$ cat src/rtl/ref_angle_loader.sv
// Reference-angle loader: host-written per-limb sequences streamed in lockstep on fill/refer_out_*.
// Optional running checksums are built when REF_ANGLE_LOADER_CHECKSUM_EN is defined.
module ref_angle_loader #(
    parameter int ANGLE_DEPTH = 10,
    parameter int SEQ_LEN     = 22
) (
    input  logic                         clk,
    input  logic                         rst,
    input  logic                         wr_en,
    input  logic [1:0]                   wr_limb,
    input  logic [$clog2(SEQ_LEN)-1:0]   wr_addr,
    input  logic [ANGLE_DEPTH-1:0]       wr_data,
    output logic                         wr_err,
    input  logic                         start,
    input  logic                         hold,
    output logic                         fill,
    output logic [ANGLE_DEPTH-1:0]       refer_out_u,
    output logic [ANGLE_DEPTH-1:0]       refer_out_ll,
    output logic [ANGLE_DEPTH-1:0]       refer_out_lr,
    output logic                         busy,
    output logic                         done,
    output logic [ANGLE_DEPTH+4:0]       checksum_u,
    output logic [ANGLE_DEPTH+4:0]       checksum_ll,
    output logic [ANGLE_DEPTH+4:0]       checksum_lr
);

    localparam int AW = $clog2(SEQ_LEN);
    localparam int IW = AW + 1;
    localparam int CW = ANGLE_DEPTH + 5;
    localparam logic [IW-1:0] SEQ_LEN_W = IW'(SEQ_LEN);

    typedef enum logic [1:0] {
        ST_IDLE   = 2'd0,
        ST_STREAM = 2'd1,
        ST_DONE   = 2'd2
    } state_t;

    state_t                 state_r, state_s;
    logic [IW-1:0]          idx_r, idx_s;
    logic                   fill_r, fill_s;
    logic                   busy_r, busy_s;
    logic                   done_r, done_s;
    logic                   wr_err_r, wr_err_s;
    logic [ANGLE_DEPTH-1:0] out_u_r, out_u_s;
    logic [ANGLE_DEPTH-1:0] out_ll_r, out_ll_s;
    logic [ANGLE_DEPTH-1:0] out_lr_r, out_lr_s;

    logic                   wr_ok_s;
    logic                   wr_commit_s;
    logic [AW-1:0]          rd_addr_s;
    logic [ANGLE_DEPTH-1:0] rd_u_s, rd_ll_s, rd_lr_s;

    logic [ANGLE_DEPTH-1:0] mem_u_r  [SEQ_LEN];
    logic [ANGLE_DEPTH-1:0] mem_ll_r [SEQ_LEN];
    logic [ANGLE_DEPTH-1:0] mem_lr_r [SEQ_LEN];

    // Host write qualification: only in IDLE, valid limb and in-range address.
    always_comb begin
        wr_ok_s = 1'b0;
        if ((state_r == ST_IDLE) && (wr_limb != 2'd3) && ({1'b0, wr_addr} < SEQ_LEN_W)) begin
            wr_ok_s = 1'b1;
        end else begin
            wr_ok_s = 1'b0;
        end
    end

    assign wr_commit_s = wr_en & wr_ok_s & ~rst;

    // Read port; a write on the start edge is forwarded so the stream sees the new word.
    always_comb begin
        rd_addr_s = {AW{1'b0}};
        if ((state_r == ST_STREAM) && (idx_r < SEQ_LEN_W)) begin
            rd_addr_s = idx_r[AW-1:0];
        end else begin
            rd_addr_s = {AW{1'b0}};
        end
        rd_u_s  = mem_u_r[rd_addr_s];
        rd_ll_s = mem_ll_r[rd_addr_s];
        rd_lr_s = mem_lr_r[rd_addr_s];
        if (wr_commit_s && (wr_addr == rd_addr_s)) begin
            case (wr_limb)
                2'd0:    rd_u_s  = wr_data;
                2'd1:    rd_ll_s = wr_data;
                2'd2:    rd_lr_s = wr_data;
                default: rd_u_s  = mem_u_r[rd_addr_s];
            endcase
        end else begin
            rd_u_s  = mem_u_r[rd_addr_s];
        end
    end

    // Sequence storage; deliberately not reset so contents survive rst.
    always_ff @(posedge clk) begin
        if (wr_commit_s) begin
            case (wr_limb)
                2'd0:    mem_u_r[wr_addr]  <= wr_data;
                2'd1:    mem_ll_r[wr_addr] <= wr_data;
                2'd2:    mem_lr_r[wr_addr] <= wr_data;
                default: mem_u_r[wr_addr]  <= mem_u_r[wr_addr];
            endcase
        end
    end

    // Next-state and next-output logic; idx counts words already presented.
    always_comb begin
        state_s  = state_r;
        idx_s    = idx_r;
        fill_s   = 1'b0;
        busy_s   = busy_r;
        done_s   = 1'b0;
        wr_err_s = wr_en & ~wr_ok_s;
        out_u_s  = out_u_r;
        out_ll_s = out_ll_r;
        out_lr_s = out_lr_r;
        case (state_r)
            ST_IDLE: begin
                idx_s = {IW{1'b0}};
                if (start) begin
                    state_s = ST_STREAM;
                    busy_s  = 1'b1;
                    if (!hold) begin
                        fill_s   = 1'b1;
                        out_u_s  = rd_u_s;
                        out_ll_s = rd_ll_s;
                        out_lr_s = rd_lr_s;
                        idx_s    = {{(IW-1){1'b0}}, 1'b1};
                    end else begin
                        fill_s = 1'b0;
                    end
                end else begin
                    busy_s = 1'b0;
                end
            end
            ST_STREAM: begin
                if (idx_r >= SEQ_LEN_W) begin
                    state_s = ST_DONE;
                    busy_s  = 1'b0;
                    done_s  = 1'b1;
                end else if (!hold) begin
                    fill_s   = 1'b1;
                    out_u_s  = rd_u_s;
                    out_ll_s = rd_ll_s;
                    out_lr_s = rd_lr_s;
                    idx_s    = idx_r + 1'b1;
                end else begin
                    fill_s = 1'b0;
                end
            end
            ST_DONE: begin
                state_s = ST_IDLE;
                busy_s  = 1'b0;
                idx_s   = {IW{1'b0}};
            end
            default: begin
                state_s = ST_IDLE;
                busy_s  = 1'b0;
                idx_s   = {IW{1'b0}};
            end
        endcase
    end

    // State and output registers.
    always_ff @(posedge clk) begin
        if (rst) begin
            state_r  <= ST_IDLE;
            idx_r    <= {IW{1'b0}};
            fill_r   <= 1'b0;
            busy_r   <= 1'b0;
            done_r   <= 1'b0;
            wr_err_r <= 1'b0;
            out_u_r  <= {ANGLE_DEPTH{1'b0}};
            out_ll_r <= {ANGLE_DEPTH{1'b0}};
            out_lr_r <= {ANGLE_DEPTH{1'b0}};
        end else begin
            state_r  <= state_s;
            idx_r    <= idx_s;
            fill_r   <= fill_s;
            busy_r   <= busy_s;
            done_r   <= done_s;
            wr_err_r <= wr_err_s;
            out_u_r  <= out_u_s;
            out_ll_r <= out_ll_s;
            out_lr_r <= out_lr_s;
        end
    end

    assign fill         = fill_r;
    assign busy         = busy_r;
    assign done         = done_r;
    assign wr_err       = wr_err_r;
    assign refer_out_u  = out_u_r;
    assign refer_out_ll = out_ll_r;
    assign refer_out_lr = out_lr_r;

`ifdef REF_ANGLE_LOADER_CHECKSUM_EN
    logic [CW-1:0] cs_u_r, cs_u_s;
    logic [CW-1:0] cs_ll_r, cs_ll_s;
    logic [CW-1:0] cs_lr_r, cs_lr_s;
    logic          clear_s;

    function automatic logic [CW-1:0] widen(input logic [ANGLE_DEPTH-1:0] a);
        return {{5{1'b0}}, a};
    endfunction

    // Sums restart on an accepted start and add each word as it is filled.
    always_comb begin
        clear_s = (state_r == ST_IDLE) && start;
        cs_u_s  = (clear_s ? {CW{1'b0}} : cs_u_r)  + (fill_s ? widen(out_u_s)  : {CW{1'b0}});
        cs_ll_s = (clear_s ? {CW{1'b0}} : cs_ll_r) + (fill_s ? widen(out_ll_s) : {CW{1'b0}});
        cs_lr_s = (clear_s ? {CW{1'b0}} : cs_lr_r) + (fill_s ? widen(out_lr_s) : {CW{1'b0}});
    end

    // Checksum registers.
    always_ff @(posedge clk) begin
        if (rst) begin
            cs_u_r  <= {CW{1'b0}};
            cs_ll_r <= {CW{1'b0}};
            cs_lr_r <= {CW{1'b0}};
        end else begin
            cs_u_r  <= cs_u_s;
            cs_ll_r <= cs_ll_s;
            cs_lr_r <= cs_lr_s;
        end
    end

    assign checksum_u  = cs_u_r;
    assign checksum_ll = cs_ll_r;
    assign checksum_lr = cs_lr_r;
`else
    assign checksum_u  = {CW{1'b0}};
    assign checksum_ll = {CW{1'b0}};
    assign checksum_lr = {CW{1'b0}};
`endif

endmodule

$ cat config.mk
export PLATFORM = sky130hd
export DESIGN_NAME = ref_angle_loader
export DESIGN_NICKNAME = d
export VERILOG_FILES = /design/src/rtl/ref_angle_loader.sv
export SDC_FILE = /design/constraint.sdc
export NUM_CORES = 1
export LEC_CHECK = 0
export ABC_AREA = 1
export CORE_ASPECT_RATIO = 0.6
export CORE_MARGIN = 1.5
export CORE_UTILIZATION = 35
export CTS_CLUSTER_SIZE = 12
export DETAILED_ROUTE_END_ITERATION = 6
export DONT_BUFFER_PORTS = 1
export MAX_ROUTING_LAYER = met4
export PLACE_DENSITY = 0.45
export SYNTH_ARGS = -nofsm -noshare
export SYNTH_HDL_FRONTEND = slang
export SYNTH_SLANG_ARGS = --single-unit
$ cat constraint.sdc
create_clock -name clk -period 3.9 [get_ports clk]
set_clock_uncertainty 0.15 [all_clocks]
set_input_delay 0.78 -clock clk [delete_from_list [all_inputs] [get_ports clk]]
set_output_delay 0.78 -clock clk [all_outputs]
set_load 0.03 [all_outputs]
# Word-level counts from Yosys, hierarchy flattened
# Memory sizes are Yosys's and may differ from the RTL's.
# Cells that the tools add are included.
# word_totals
register_bits	42
mem_bits_rw	660
elab_cells	95
mem_count	3
# op_classes
n_addsub	1
n_lt_le_gt_ge	3
n_eq_ne	10
muxes	49
bitwise_logic	7
n_reduce_logical	13
# memory_table
memory	depth	width	rd	rd_clocked_by_memory_dff	wr	line_no	source
mem_ll_r	22	10	1	0	1	54	logic [ANGLE_DEPTH-1:0] mem_ll_r [SEQ_LEN];
mem_lr_r	22	10	1	0	1	55	logic [ANGLE_DEPTH-1:0] mem_lr_r [SEQ_LEN];
mem_u_r	22	10	1	0	1	53	logic [ANGLE_DEPTH-1:0] mem_u_r [SEQ_LEN];
# ops
op	n
$mux W10	16
$pmux W10 S2	3
$mux W1	21
$mux W6	2
$pmux W6 S2	1
$ne A2 B2 Y1 const B	4
$add A6 B1 Y6 const B	1
$ge A6 B5 Y1 const B	1
$lt A6 B5 Y1 const B	1
$reduce_and A2 Y1	3
$eq A5 B5 Y1	1
$lt A5 B5 Y1 const B	1
$mux W5	1
$eq A2 B1 Y1 const B	2
$logic_and A1 B1 Y1	4
$logic_not A2 Y1	2
$mux W2	2
$pmux W1 S2	2
$pmux W2 S2	1
$and A1 B1 Y1	3
$not A1 Y1	3
$reduce_and A3 Y1	1
$reduce_or A3 Y1	1
$eq A2 B2 Y1 const B	1
5 further kinds	5

# Longest topological paths before layout
# logic_depth
depth_word	11
mapped_depth	16
depth_no_buf	15

# Worst setup path after synthesis
# No wires, ideal clock.
# synth_timing
path_kind	input to register
startpoint	input port wr_addr[4]
endpoint	memory mem_ll_r[20][0] (enable)
t_arrival_ns	2.163
slack_ns	1.211
stages	9
path_cell_list	clkbuf_1 > nand2_1 > inv_1 > nor2_1 > nand2_1 > nor2_1 > nand2_1 > clkbuf_1 > nor2_1
# synth_via
elab_chain_cells	7
# synth_rtl
element	line_no	source
start: declaration	11	input logic [$clog2(SEQ_LEN)-1:0] wr_addr,
$lt A5 B5 Y1	60	if ((state_r == ST_IDLE) && (wr_limb != 2'd3) && ({1'b0, wr_addr} < SEQ_LEN_W)) begin
$logic_and A1 B1 Y1	60	
$mux W1	60	
$and A1 B1 Y1 (2 in a row)	67	assign wr_commit_s = wr_en & wr_ok_s & ~rst;
$mux W1	94	if (wr_commit_s) begin
$mux W1 (implied by the code)	97	2'd1: mem_ll_r[wr_addr] <= wr_data;
end: declaration	54	
# Several ways; a longest one is shown, not always the timed one.

# Final worst setup path
# layout_timing
startpoint	register state_r[1]
endpoint	memory mem_u_r[12][5] (enable)
# layout_via
elab_chain_cells	10
# layout_rtl
element	line_no	source
start: declaration	38	state_t state_r, state_s;
start signal: assignment	175	state_r <= state_s;
$logic_not A2 Y1 *	60	
$logic_and A1 B1 Y1 * (2 in a row)	60	
$mux W1 *	60	
$and A1 B1 Y1 * (2 in a row)	67	
$mux W1	94	
$mux W1 (implied by the code)	99	default: mem_u_r[wr_addr] <= mem_u_r[wr_addr];
$reduce_and A2 Y1 (no source line)	n/a	
$or A1 B1 Y1 (no source line) *	n/a	
end: declaration	53	
# Every way passes the cells marked *; elsewhere a longest branch is shown, timed or not.

==> flow_summary.ini <==
[status]
run_status = finished with violations
failing_checks = DRC

[worst_setup_path]
timing.rr.start = state_r[1]$_SDFFE_PP0P_
timing.reg2reg.worst_path_depth = 8
buffers_and_inverters_on_the_worst_path = 1
cp.arrival_ns = 3.47
critical-path-max-stage-delay_ns = 0.68
cp_top_family = simple AND/OR/NAND/NOR gates
cp.depth = 8
path_cells = nor2_1 > o21ai_0 > nor2_1 > nand2_1 > nor2_1 > nand2_1 > nor2_1 > buf_4
largest_fanout_of_any_net_on_the_critical_path = 22
critPathKind = flip-flop to flip-flop
timing.rr.end = mem_u_r[12][5]$_DFFE_PP_
critical_path.startpoint_type = flip-flop
crit_path_end_kind = flip-flop
most_frequent_cell_on_the_critical_path = nor2_1
timing.critical_path.slowest_stage_cell = nand2_1
setup.reg_to_reg.worst_slack_ns = 0.62
crit_required_ns = 4.09

[floorplanning]
initial_utilization_pct = 35.45
num_rows = 83
design.portCount = 101
die-height_um = 231.3
die_w_um = 383.6
core_area_mm2 = 0.08578
die-area_mm2 = 0.08873

[routing]
via_total_after_detailed_routing = 20412
drc_errors = 16
wire_per_inst_um = 21.80
post_drt_via_cell_ratio = 4.913
drt-total-wl_mm = 90.57
dr.first_iter.drc_count = 2243
detail_route.first_pass.iterations = 7
detail-route-antenna-nets = 0

[min_path]
worstHoldPathType = input pin to flip-flop
min_to = refer_out_u[7]$_SDFFE_PP0P_
min_from = rst
holdPathStages = 1

[synthesis]
yosys.cell_count.top_type = edfxtp_1
cell_count_after_synthesis = 2940
area_share_of_the_largest_cell_type_after_synthesis_pct = 65.17
synth.yosys.seq_area_share_pct = 67.93
post_synth_instance_area_mm2 = 0.03041
register_bit_total_from_synthesis = 702
ys_async_sr_fraction_pct = 0
yosysWarningCount = 0
netlist_top_cells_area = edfxtp_1, nand2_1, nand3_1
count_of_flip_flops_with_a_built_in_enable_after_synthesis = 660
synth_top_cells_by_count = edfxtp_1, nand2_1, nor2_1
number_of_different_library_cells_in_the_post_synthesis_netlist = 30
netlist.top_cell.by_area = edfxtp_1
ys_dominant_reg_cell = edfxtp_1
syn-mean-instance-area_um2 = 10.34

[global_route]
grt_usage_pct = 21.18
grt_start_max_net_pins = 79
grt_antenna_before_repair = 6
congestion_overflow_gr = 0
grt_pass1_vias = 19417
grt_first_pass_wirelength_mm = 132.9

[power]
report.power.total_mw = 15.28
p_switching_mw = 3.337
static-leakage-power_nw = 13.56
share_comb_of_total_power_pct = 3.6
max_vdd_drop_mv = 0.2588
share_seq_of_total_power_pct = 54.5
power_density_mw_per_mm2 = 449.8
power.share.switching_pct = 21.84
power.share.clock_pct = 41.9
power_report.internal_total_mw = 11.94

[cells_and_area]
finish.utilization_pct = 39.60
layoutNonFillerInstCount = 4155
stdcell_area_mm2 = 0.03397
final_layout_size_suffix_gt1_share_pct = 7.119
syn_to_final_growth_pct = 11.70
nets = 2987

[sta]
achievable-frequency_mhz = 304.7
timing.final.ws_setup_ns = 0.6182
hold-worst-slack_ns = 0.05121
worst-slew-pin-transition_ns = 1.105
report.final.setup_viol = 0
layout_worst_path_cycle_share_pct = 84.15
max-slew-margin-rel_pct = 26.18
setup-tns-final_ns = 0
min_period_ns = 3.282
hold_viol = 0
rsz_0062_raised_after_global_routing = false
final_count_of_pins_violating_max_slew = 0

[placement]
dp_worst_setup_slack_ns = 0.6117
placed_cells_incl_taps = 4036
gp_routability_congestion = 0.8517
placed_cell_area_mm2 = 0.03191
io_buffers = 0
place.detailed.hpwl_mm = 55.18

[clock_tree]
cts_repair_resize_count = 0
post-cts-setup-buffers = 0
clk_pin_slew_ns = 0.06
tritoncts = done
h-tree-depth = 3
clock_latency_ns = 0.64
cts-hold-fix-buffers = 0
clkSinkCount = 702
cts_root_buffer = clkbuf_16
cts-buffers-inserted = 72
cts.path.max_buffers = 3

[job]
drv_cap = 0
[worst reg2reg max path, cell delays in order, from the launching register on]
cell	delay [ns]
dfxtp_1	0.33
nor2_1	0.48
o21ai_0	0.31
nor2_1	0.20
nand2_1	0.07
nor2_1	0.19
nand2_1	0.68
nor2_1	0.33
buf_4	0.25
[area by class of cell]
cell class	instances	area, um^2
Clock buffer	106	1981
Inverter	388	1458
Multi-Input combinational cell	1689	7330
Tap cell	1147	1435
Timing Repair Buffer	110	1026
Antenna cell	2	5.005
Clock inverter	11	75.07
Fill cell	8355	51810
Sequential cell	702	20660
[registers in the layout, indices dropped and copies added (netlist names)]
register      flops
busy              1
mem_lr_r        220
mem_u_r         220
fill              1
refer_out_lr     10
refer_out_u      10
idx_r             6
state_r           2
mem_ll_r        220
refer_out_ll     10
done              1
wr_err            1
[cell usage in the layout (no fill, tap or decap), drive strengths merged]
cell type / synthesis / final
a211oi: 1 / 1
a21oi: 68 / 68
buf: 147 / 110
bufinv: 0 / 1
clkbuf: 58 / 106
clkinv: 0 / 11
conb: 1 / 45
dfxtp: 42 / 42
diode: 0 / 2
edfxtp: 660 / 660
ha: 2 / 2
inv: 388 / 387
nand2: 584 / 584
nand3: 374 / 374
nand4: 2 / 2
nor2: 392 / 392
nor3: 6 / 6
nor3b: 1 / 1
o21ai: 211 / 211
o22ai: 1 / 1
xor2: 2 / 2
[cells by family after synthesis]
kind of cell             share of synthesized area [%]
AO/OA/AOI/OAI                                    4.674
XOR/XNOR                                       0.05761
adder cells (fa/ha/maj)                        0.08227
buffers and inverters                            8.570
flip-flops                                       67.93
other                                          0.01233
AND/OR/NAND/NOR                                  18.67
[worst max path at each step]
stage / startpoint / slack, ns / to
3_3_place_gp: state_r[1]$_SDFFE_PP0P_ / 0.60 / mem_u_r[12][4]$_DFFE_PP_
5_1_grt: state_r[1]$_SDFFE_PP0P_ / 0.46 / mem_u_r[1][7]$_DFFE_PP_
2_1_floorplan: wr_addr[4] / 1.21 / mem_ll_r[20][0]$_DFFE_PP_
6_report: state_r[1]$_SDFFE_PP0P_ / 0.62 / mem_u_r[12][5]$_DFFE_PP_
3_5_place_dp: state_r[1]$_SDFFE_PP0P_ / 0.61 / mem_u_r[12][4]$_DFFE_PP_
4_1_cts: state_r[1]$_SDFFE_PP0P_ / 0.66 / mem_u_r[12][5]$_DFFE_PP_
[layer usage]
metal | share of wire [%] | wire, um | global-route usage [%] | vias up
li1 | - | - | - | 9662
met5 | 0 | 0 | - | -
met2 | 40 | 35850 | 28.01 | 697
met1 | 49 | 44410 | 31.63 | 9933
met3 | 9.6 | 8719 | 6.248 | 120
met4 | 1.8 | 1593 | 4.422 | 0
[power groups by stage]
stage,Sequential (mW),Clock (mW),Combinational [mW]
floorplan,8.47,0,0.418
global placement,8.48,0,0.547
detailed placement,8.48,0,0.546
CTS,8.32,6.56,0.547
global route,8.32,6.83,0.604
finish,8.32,6.41,0.548
Power figures use the tool's default switching activity.
